==> config.mk <==
export PLATFORM = sky130hd
export DESIGN_NAME = apb_mux_arbiter
export DESIGN_NICKNAME = d
export VERILOG_FILES = /design/src/rtl/apb_pkg.sv /design/src/rtl/apb_rr_picker.sv /design/src/rtl/apb_mux_arbiter.sv
export SDC_FILE = /design/constraint.sdc
export NUM_CORES = 1
export LEC_CHECK = 0
export BUFFER_PORTS_ARGS = -buffer_cell sky130_fd_sc_hd__buf_4
export CAP_MARGIN = 20
export CORE_AREA = 8 8 189 191
export DETAILED_ROUTE_END_ITERATION = 10
export DIE_AREA = 0 0 197 199
export SETUP_SLACK_MARGIN = 0.3
export SLEW_MARGIN = 15
export SYNTH_ARGS = -nofsm -noshare
export SYNTH_HDL_FRONTEND = slang
export SYNTH_SLANG_ARGS = --single-unit
==> constraint.sdc <==
create_clock -name clk -period 2.8 [get_ports clk]
set_clock_uncertainty 0.1 [all_clocks]
set_input_delay 0.14 -clock clk [delete_from_list [all_inputs] [get_ports clk]]
set_output_delay 0.14 -clock clk [all_outputs]
set_load 0.05 [all_outputs]
==> src/rtl/apb_pkg.sv <==
// Shared APB transfer types plus the arbiter's limits and FSM state encoding.
package apb_pkg;

    localparam int unsigned APB_ADDR_W         = 32;
    localparam int unsigned APB_DATA_W         = 32;
    localparam int unsigned APB_ARB_MAX_CPU_NB = 32;

    typedef struct packed {
        logic [APB_ADDR_W-1:0] paddr;
        logic                  pwrite;
        logic [APB_DATA_W-1:0] pwdata;
    } apb_req_t;

    typedef struct packed {
        logic [APB_DATA_W-1:0] prdata;
    } apb_resp_t;

    typedef enum logic [1:0] {
        StIdle,
        StSetup,
        StAccess
    } apb_arb_state_e;

endpackage

==> src/rtl/apb_rr_picker.sv <==
// Combinational winner select: first requester found scanning upward from i_ptr, wrapping.
// With APB_MUX_ARBITER_FIXED_PRIO_EN defined the scan always starts at 0 (lowest index wins).
module apb_rr_picker
    import apb_pkg::*;
#(
    parameter int unsigned CPU_NB = 4,
    parameter int unsigned IDX_W  = $clog2(CPU_NB)
) (
    input  logic [CPU_NB-1:0] i_req,
    input  logic [IDX_W-1:0]  i_ptr,
    output logic              o_valid,
    output logic [IDX_W-1:0]  o_idx
);

    logic [IDX_W-1:0] w_start;

`ifdef APB_MUX_ARBITER_FIXED_PRIO_EN
    logic w_unused_ptr;
    assign w_unused_ptr = ^i_ptr;
    assign w_start      = '0;
`else
    assign w_start = i_ptr;
`endif

    always_comb begin
        o_valid = 1'b0;
        o_idx   = '0;
        for (int unsigned i = 0; i < CPU_NB; i++) begin
            if (!o_valid && i_req[(32'(w_start) + i) % CPU_NB]) begin
                o_valid = 1'b1;
                o_idx   = IDX_W'((32'(w_start) + i) % CPU_NB);
            end
        end
    end

endmodule

==> src/rtl/apb_mux_arbiter.sv <==
// N-to-1 APB arbiter: serialises CPU_NB managers onto one registered subordinate port.
// Round-robin by default; define APB_MUX_ARBITER_FIXED_PRIO_EN for lowest-index priority.
module apb_mux_arbiter
    import apb_pkg::*;
#(
    parameter  int unsigned CPU_NB = 4,
    localparam int unsigned IDX_W  = $clog2(CPU_NB)
) (
    input  logic              clk,
    input  logic              rst,
    input  apb_req_t          i_apb_s_req     [CPU_NB],
    output apb_resp_t         o_apb_s_resp    [CPU_NB],
    input  logic [CPU_NB-1:0] i_apb_s_psel,
    input  logic [CPU_NB-1:0] i_apb_s_penable,
    output logic [CPU_NB-1:0] o_apb_s_pready,
    output apb_req_t          o_apb_m_req,
    input  apb_resp_t         i_apb_m_resp,
    output logic              o_apb_m_psel,
    output logic              o_apb_m_penable,
    input  logic              i_apb_m_pready,
    output logic              o_grant_valid,
    output logic [IDX_W-1:0]  o_grant_idx
);

    apb_arb_state_e   r_state;
    logic [IDX_W-1:0] r_idx;
    apb_req_t         r_req;
    logic             r_psel;
    logic             r_penable;
    logic             r_grant_valid;
    logic [IDX_W-1:0] w_rr_ptr;
    logic             w_win_valid;
    logic [IDX_W-1:0] w_win_idx;
    logic             w_done;
    logic             w_unused_penable;

    // Managers keep psel high for the whole transfer, so penable carries no extra information.
    assign w_unused_penable = ^i_apb_s_penable;

`ifdef APB_MUX_ARBITER_FIXED_PRIO_EN
    assign w_rr_ptr = '0;
`else
    logic [IDX_W-1:0] r_rr_ptr;
    assign w_rr_ptr = r_rr_ptr;
`endif

    apb_rr_picker #(
        .CPU_NB (CPU_NB),
        .IDX_W  (IDX_W)
    ) u_picker (
        .i_req   (i_apb_s_psel),
        .i_ptr   (w_rr_ptr),
        .o_valid (w_win_valid),
        .o_idx   (w_win_idx)
    );

    always_ff @(posedge clk) begin
        if (rst) begin
            r_state       <= StIdle;
            r_idx         <= '0;
            r_req         <= '0;
            r_psel        <= 1'b0;
            r_penable     <= 1'b0;
            r_grant_valid <= 1'b0;
`ifndef APB_MUX_ARBITER_FIXED_PRIO_EN
            r_rr_ptr      <= '0;
`endif
        end else begin
            unique case (r_state)
                StIdle: begin
                    if (w_win_valid) begin
                        r_state       <= StSetup;
                        r_idx         <= w_win_idx;
                        r_req         <= i_apb_s_req[w_win_idx];
                        r_psel        <= 1'b1;
                        r_penable     <= 1'b0;
                        r_grant_valid <= 1'b1;
`ifndef APB_MUX_ARBITER_FIXED_PRIO_EN
                        r_rr_ptr      <= (w_win_idx == IDX_W'(CPU_NB - 1)) ? '0
                                                                            : w_win_idx + 1'b1;
`endif
                    end
                end
                StSetup: begin
                    r_state   <= StAccess;
                    r_penable <= 1'b1;
                end
                StAccess: begin
                    if (i_apb_m_pready) begin
                        r_state       <= StIdle;
                        r_psel        <= 1'b0;
                        r_penable     <= 1'b0;
                        r_grant_valid <= 1'b0;
                    end
                end
                default: r_state <= StIdle;
            endcase
        end
    end

    assign w_done = (r_state == StAccess) && i_apb_m_pready;

    // Completion is passed straight through in the same cycle the subordinate signals it.
    always_comb begin
        o_apb_s_pready = '0;
        for (int unsigned k = 0; k < CPU_NB; k++) begin
            o_apb_s_resp[k] = '0;
            if (w_done && (r_idx == IDX_W'(k))) begin
                o_apb_s_pready[k] = 1'b1;
                o_apb_s_resp[k]   = i_apb_m_resp;
            end
        end
    end

    assign o_apb_m_req     = r_req;
    assign o_apb_m_psel    = r_psel;
    assign o_apb_m_penable = r_penable;
    assign o_grant_valid   = r_grant_valid;
    assign o_grant_idx     = r_idx;

endmodule
==> results of run 1 <==
[final cells by class]
class	instances	area, um^2	area share, %
multi-input cells	431	3541	32.48
well taps	448	560.5	5.141
clock inverters	5	78.83	0.7230
flip-flops and latches	73	1461	13.40
inverters	5	18.77	0.1721
clock buffers	11	242.7	2.226
repair buffers	621	5000	45.86
[layer usage]
layer  part of all wire, %  vias up
met5                     0        -
li1                      -     3165
met2                    52      326
met3                   9.3       21
met4                   1.5        0
met1                    38     3041
[sequential cells by signal, summed over array words and instances, names as in the netlist]
register         cells
r_rr_ptr             2
o_apb_m_penable      1
o_grant_valid        1
o_apb_m_req         65
o_grant_idx          2
r_state              2
[power by group through the flow]
stage / Sequential, W / Combinational (W) / Clock, W
6_report: 0.00135 / 0.00269 / 0.00129
5_1_grt: 0.00137 / 0.00283 / 0.00139
4_1_cts: 0.00135 / 0.00265 / 0.00135
3_5_place_dp: 0.00137 / 0.00248 / 0
3_3_place_gp: 0.00136 / 0.00247 / 0
2_1_floorplan: 0.00199 / 0.00101 / 0
[path summary, 6_finish.rpt]
check | depth (start not counted) | endpoint | start | slack, ps
setup / recovery | 7 | o_apb_m_req[13] | r_rr_ptr[1] | 490
hold / removal | 3 | o_apb_m_req[38] | i_apb_s_req[103] | 20
setup reg to reg | 7 | o_apb_m_req[13] | r_rr_ptr[1] | 490
hold reg to reg | 2 | o_apb_m_req[21] | o_apb_m_req[21] | 360
[Yosys cell counts (5+ instances only)]
cell / n / area (um^2)
clkbuf_1: 15 / 56.30
mux2i_1: 133 / 1331
o221ai_2: 51 / 765.7
inv_1: 5 / 18.77
and2_1: 128 / 800.8
a21oi_1: 6 / 30.03
nand2_1: 70 / 262.8
dfxtp_1: 73 / 1461
nor2_1: 11 / 41.29
buf_2: 11 / 55.05
buf_12: 6 / 120.1
o221ai_1: 14 / 122.6
buf_6: 15 / 168.9
[per-stage QoR]
stage | std cells | area, um^2 | power, W | utilization [%] | hold slack (ps)
2_1_floorplan | 560 | 5424 | 0.003000 | - | 236.6
3_3_place_gp | 1475 | 9508 | 0.003831 | 28.93 | 320.2
3_5_place_dp | 1475 | 9508 | 0.003858 | 28.93 | 320.4
4_1_cts | 1591 | 10830 | 0.005357 | 32.96 | 0.07269
5_1_grt | 1594 | 10900 | 0.005600 | 33.18 | 11.92
6_report | 1594 | 10900 | 0.005340 | 33.18 | 16.31
[worst max-delay path, cell delays in order, from the launching register on]
cell and delay (ps):
dfxtp_1 470, a21oi_1 110, o21ai_1 160, o2bb2a_4 210, buf_16 180, mux2i_1 200
dlygate4sd3_1 610, o221ai_2 100
[kinds of logic after synthesis]
family / share of synthesized area [%]
buf+inv: 8.352
compound gates: 18.23
mux: 24.55
simple gates: 21.76
xor+xnor: 0.1615
flops: 26.95
[what timing repair did]
action                                 in CTS  in global routing
endpoints found under the hold margin      51                  0
setup buffers                               0                  1
hold buffers                              100                  0
setup endpoints to repair                   0                  5
gates resized for setup                     0                  2
[cell usage in the layout (no fill, tap or decap)]
cell / n
nor3_2: 1
nor2_4: 1
nand2_4: 1
a311oi_2: 1
a21oi_1: 6
o21ai_1: 1
o221ai_2: 51
a211oi_1: 2
nor2_1: 10
dlygate4sd3_1: 100
and2_1: 128
o221ai_1: 14
clkbuf_8: 1
mux2i_1: 133
nand2_1: 70
clkbuf_16: 11
buf_4: 516
clkbuf_1: 1
o2bb2a_4: 1
o21ai_0: 3
nor4_2: 4
bufinv_16: 2
nand2b_4: 1
buf_12: 1
clkinv_4: 1
xnor2_1: 1
clkinv_2: 2
nand4b_1: 1
nand2b_1: 1
buf_16: 2
dfxtp_1: 73
inv_1: 5
==> summary.txt, run 1 <==
Yosys
  – #FFs+latches synth: 73
  – Synthesized area: 5423 um^2
  – Post-synth EDFFs: 0
  – Syn_area_per_cell: 9.683 um^2
  – Syn Nets: 863
  – Register area share after synthesis: 26.95%
  – Cells after synthesis: 560
  – Yosys cell types: 28
  – Top_reg_cell synth: dfxtp_1
  – YS warnings: 0
  – Async SR Flop Fraction: 0%

Detailed routing
  – Post-Route WL: 29910 um
  – # DRC: 0
  – DRT antenna net count: 0
  – Vias per cell: 4.111
  – Vias: 6553
  – Initial DRC Count: 194
  – Drt wl/cell: 18.76 um
  – TritonRoute pass-1 iters: 4

Clock tree
  – Worst-path clk slew: 60 ps
  – Clock Path Buffers: 2
  – CTS tree: built
  – H-tree depth: 3
  – CTS Buf Count: 9
  – CTS sink count: 73
  – Clk Latency, worst-skew pair: 340 ps
  – Root buffer cell: clkbuf_16

Floorplan
  – FP Rows: 67
  – Initial Util: 16.50%
  – CORE AREA: 32860 um^2
  – Ports: 505
  – Die ar.: 39200 um^2
  – Die Span Y: 199 um
  – Die width: 197 um

Global routing
  – Remaining Overflow, GRT: 0
  – Largest net degree at the start of global routing: 51
  – Number of global-route vias before repair: 7208
  – Met2 Track Usage GR: 25.66%
  – First-pass GRT wire length: 41900 um
  – GRT met1 Usage: 14.21%
  – Met3 Usage GRT: 5.684%
  – Initial antenna violation count: 0
  – Busiest grt layer: met2
  – Total GRT Usage: 13.90%

STA
  – Final hold vios: 0
  – Final worst slack: 491.7 ps
  – Fmax: 0.4332 GHz
  – Slew headroom: 55.09%
  – Tightest Pin Transition: 670.0 ps
  – Final period util: 82.44%
  – Min Tclk post-route: 2308 ps
  – RSZ-0062 raised after global routing: false
  – # setup viols final: 0
  – Setup TNS: 0 ps
  – Slew Limit Fails: 0

Setup path
  – Worst setup SP type: flip-flop
  – Worst Path Required: 2910 ps
  – Worst-path maximum fanout: 25
  – Crit path DAT: 2420 ps
  – Setup CP Type: flip-flop to flip-flop
  – Worst setup EP type: flip-flop

Pwr
  – Sw Ratio: 40.49%
  – Net Sw Power: 0.002162 W
  – Seq pwr share: 25.3%
  – Clock power frac: 24.2%
  – Lkg Pwr: 5.174 nW
  – Int Pwr: 0.003178 W
  – Comb power frac: 50.4%
  – Pwr dens: 489.7 nW/um^2
  – Peak supply drop: 0.0002533 V

Placement
  – GPL Wtd Cong: 0.8777
  – Place WS: 616.6 ps
  – Post-DP HPWL: 22910 um
  – I/O Buffers: 500

Layout
  – Filler Cell Count: 3348
  – Share of cells above drive strength 1: 52.09%
  – Diode count: 0
  – Layout Nets: 1444
  – P&R area growth vs syn: 101.1%

Hold path
  – Worst hold path class: primary input to flip-flop

Outcome
  – Status: complete, no violations

Flow run
  – Max cap viols: 0
Note: power is estimated with default switching activity, not from simulation.
==> inputs of run 2 (changes only) <==
--- a/config.mk
+++ b/config.mk
@@ -7,9 +7,9 @@
 export LEC_CHECK = 0
 export BUFFER_PORTS_ARGS = -buffer_cell sky130_fd_sc_hd__buf_4
 export CAP_MARGIN = 20
-export CORE_AREA = 8 8 189 191
+export CORE_AREA = 8 8 190 192
 export DETAILED_ROUTE_END_ITERATION = 10
-export DIE_AREA = 0 0 197 199
+export DIE_AREA = 0 0 198 200
 export SETUP_SLACK_MARGIN = 0.3
 export SLEW_MARGIN = 15
 export SYNTH_ARGS = -nofsm -noshare
==> constraint.sdc (replaced) <==
create_clock -name clk -period 1.95 [get_ports clk]
set_clock_uncertainty 0.1 [all_clocks]
set_input_delay 0.0975 -clock clk [delete_from_list [all_inputs] [get_ports clk]]
set_output_delay 0.0975 -clock clk [all_outputs]
set_load 0.05 [all_outputs]
==> run 2 against run 1 <==
Net effect: the run now ends with setup timing left; sequential power rose by 45%; final cell count increased by 15%; worst setup slack worse by 510 ps; count of clock-buffer cells in the layout is 1 lower; critical path depth is the same; clock power grew 26%; combinational power is 100% higher; hold slack got worse by 11 ps; cell area up 43%; non-clock buffer count rose by 239; die area up 1.0%; routed wire length rose by 30%.
==> summary.txt, run 2 (synthesized netlist as in run 1, its figures left out) <==
Setup path
  – Worst-path maximum fanout: 5
  – CP max stage delay: 320 ps
  – Critical Path, Cell by Cell: buf_6 > nor4_4 > buf_6 > buf_6 > buf_8 > and2_4 > buf_8
  – Slowest cell on the critical path: dfxtp_2
  – Setup CP Type: flip-flop to output port
  – Worst setup EP type: output port
  – Crit path DAT: 1780 ps
  – Worst Path Required: 1750 ps
  – Cell mode on critical path: buf_6
  – Delay-heaviest family, CP: buffers and inverters
  – Worst setup SP type: flip-flop
  – CP bufs+invs: 5

STA
  – Fmax: 0.5069 GHz
  – RSZ-0062 raised after global routing: true
  – Slew Limit Fails: 0
  – Final period util: 101.2%
  – Final hold vios: 0
  – Slew headroom: 77.82%
  – Min Tclk post-route: 1973 ps
  – Final hold slack: 5.482 ps
  – Setup TNS: -119.1 ps
  – Tightest Pin Transition: 330.0 ps
  – Final worst slack: -22.96 ps
  – # setup viols final: 12

Clock tree
  – CTS Buf Count: 9
  – CTS sink count: 73
  – Root buffer cell: clkbuf_16
  – CTS tree: built
  – Worst-path clk slew: 60 ps
  – Clk Latency, worst-skew pair: 340 ps
  – Clock Path Buffers: 2
  – H-tree depth: 3

Floorplan
  – Die Span Y: 200 um
  – FP Rows: 67
  – Die ar.: 39600 um^2
  – Die width: 198 um
  – CORE AREA: 33110 um^2
  – Ports: 505
  – Initial Util: 16.38%

Layout
  – Most common cell after layout, fill and taps aside: buf_4
  – Commonest non-fill, non-tap cells in the layout: buf_4, dlygate4sd3_1, buf_8
  – Layout Nets: 1684
  – Share of cells above drive strength 1: 62.34%
  – Design Area, Final: 15630 um^2
  – Filler Cell Count: 2820
  – P&R area growth vs syn: 188.3%
  – Max FFs per register: 65

Detailed routing
  – Vias: 7951
  – Drt wl/cell: 21.15 um
  – Initial DRC Count: 234
  – Post-Route WL: 38870 um
  – Routed length on met3: 2788 um
  – TritonRoute pass-1 iters: 4
  – # DRC: 0
  – DRT antenna net count: 0
  – Met2 Wirelength: 20000 um
  – Vias per cell: 4.326
  – M1 WL: 14540 um
  – Highest metal used: met4

Placement
  – GPL Wtd Cong: 0.8650
  – I/O Buffers: 500
  – Post-DP HPWL: 22510 um
  – Cell Area, Placed: 10030 um^2

Global routing
  – Number of global-route vias before repair: 9075
  – Initial antenna violation count: 3
  – Largest net degree at the start of global routing: 35
  – First-pass GRT wire length: 54190 um
  – Total GRT Usage: 17.98%
  – Remaining Overflow, GRT: 0

Pwr
  – Pwr dens: 573.9 nW/um^2
  – Lkg Pwr: 6.992 nW
  – Peak supply drop: 0.0004328 V

Hold path
  – Worst hold path class: primary input to flip-flop

Flow run
  – Max cap viols: 0

Outcome
  – Status: finished, violations left
  – Failing checks: setup timing
[run 2: cell count changes in the layout (fill, tap and decap cells not counted), moves of 6 or more]
cell,change
and2_1,-123
and2_2,+24
and2_4,+99
buf_12,+30
buf_16,+21
buf_4,-121
buf_6,+25
buf_8,+135
dlygate4sd3_1,+146
mux2i_1,-26
mux2i_2,+20
mux2i_4,+6
o221ai_1,-12
o221ai_2,+7
[run 2: final cells by class]
class,count,area [um^2],area share (%)
Inverter,5,18.77,0.1201
Tap cell,448,560.5,3.586
Clock inverter,6,43.79,0.2801
Sequential cell,73,1475,9.436
Timing Repair Buffer,860,9115,58.31
Multi-Input combinational cell,432,4180,26.74
Antenna cell,4,10.01,0.06403
Clock buffer,10,229.0,1.465
[run 2: metal layers]
metal,GRT usage [%],vias up
li1,-,3659
met1,19.21,3798
met2,31.74,405
met3,5.314,89
met4,9.679,0
met5,0,-
[run 2: path summary, 6_finish.rpt]
| check | from | to | slack [ps] | cells past startpoint |
|---|---|---|---|---|
| worst max register to register | r_rr_ptr[1] | o_apb_m_req[7] | 10 | 8 |
| worst min-delay path | i_apb_s_req[17] | o_apb_m_req[17] | 5 | 3 |
| worst max-delay path | r_state[0] | o_apb_s_resp[113] | -20 | 7 |
| worst min register to register | o_apb_m_req[16] | o_apb_m_req[16] | 370 | 2 |
[run 2: per-stage QoR]
stage	cells	setup WS [ps]	utilization (%)	power, W
floorplan	560	226.0	-	0.004338
global placement	1499	87.45	30.30	0.005680
detailed placement	1499	96.85	30.30	0.005708
CTS	1825	-6.833	45.18	0.008761
global route	1837	-133.9	47.20	0.009344
finish	1838	-22.96	47.21	0.008972
[run 2: worst reg2reg max path: stages, from the launching register on]
cell and delay, ps:
dfxtp_4 360, a21oi_2 120, o21ai_1 80, o2bb2a_4 280, buf_12 160, buf_16 140, buf_8 120, mux2i_1 310
o221ai_4 150
[run 2: power breakdown]
part	total [W]	internal [W]	switching (W)
registers	0.00196	0.00178	0.000190
clock network	0.00163	0.000869	0.000760
logic	0.00538	0.00267	0.00271
[run 2: timing repair]
action	CTS	global route
gates resized for setup	306	146
hold endpoints to repair	72	0
setup buffers	39	5
hold buffers	246	0
pin swaps	42	76
cloned	25	4
endpoints found under the setup margin	197	201
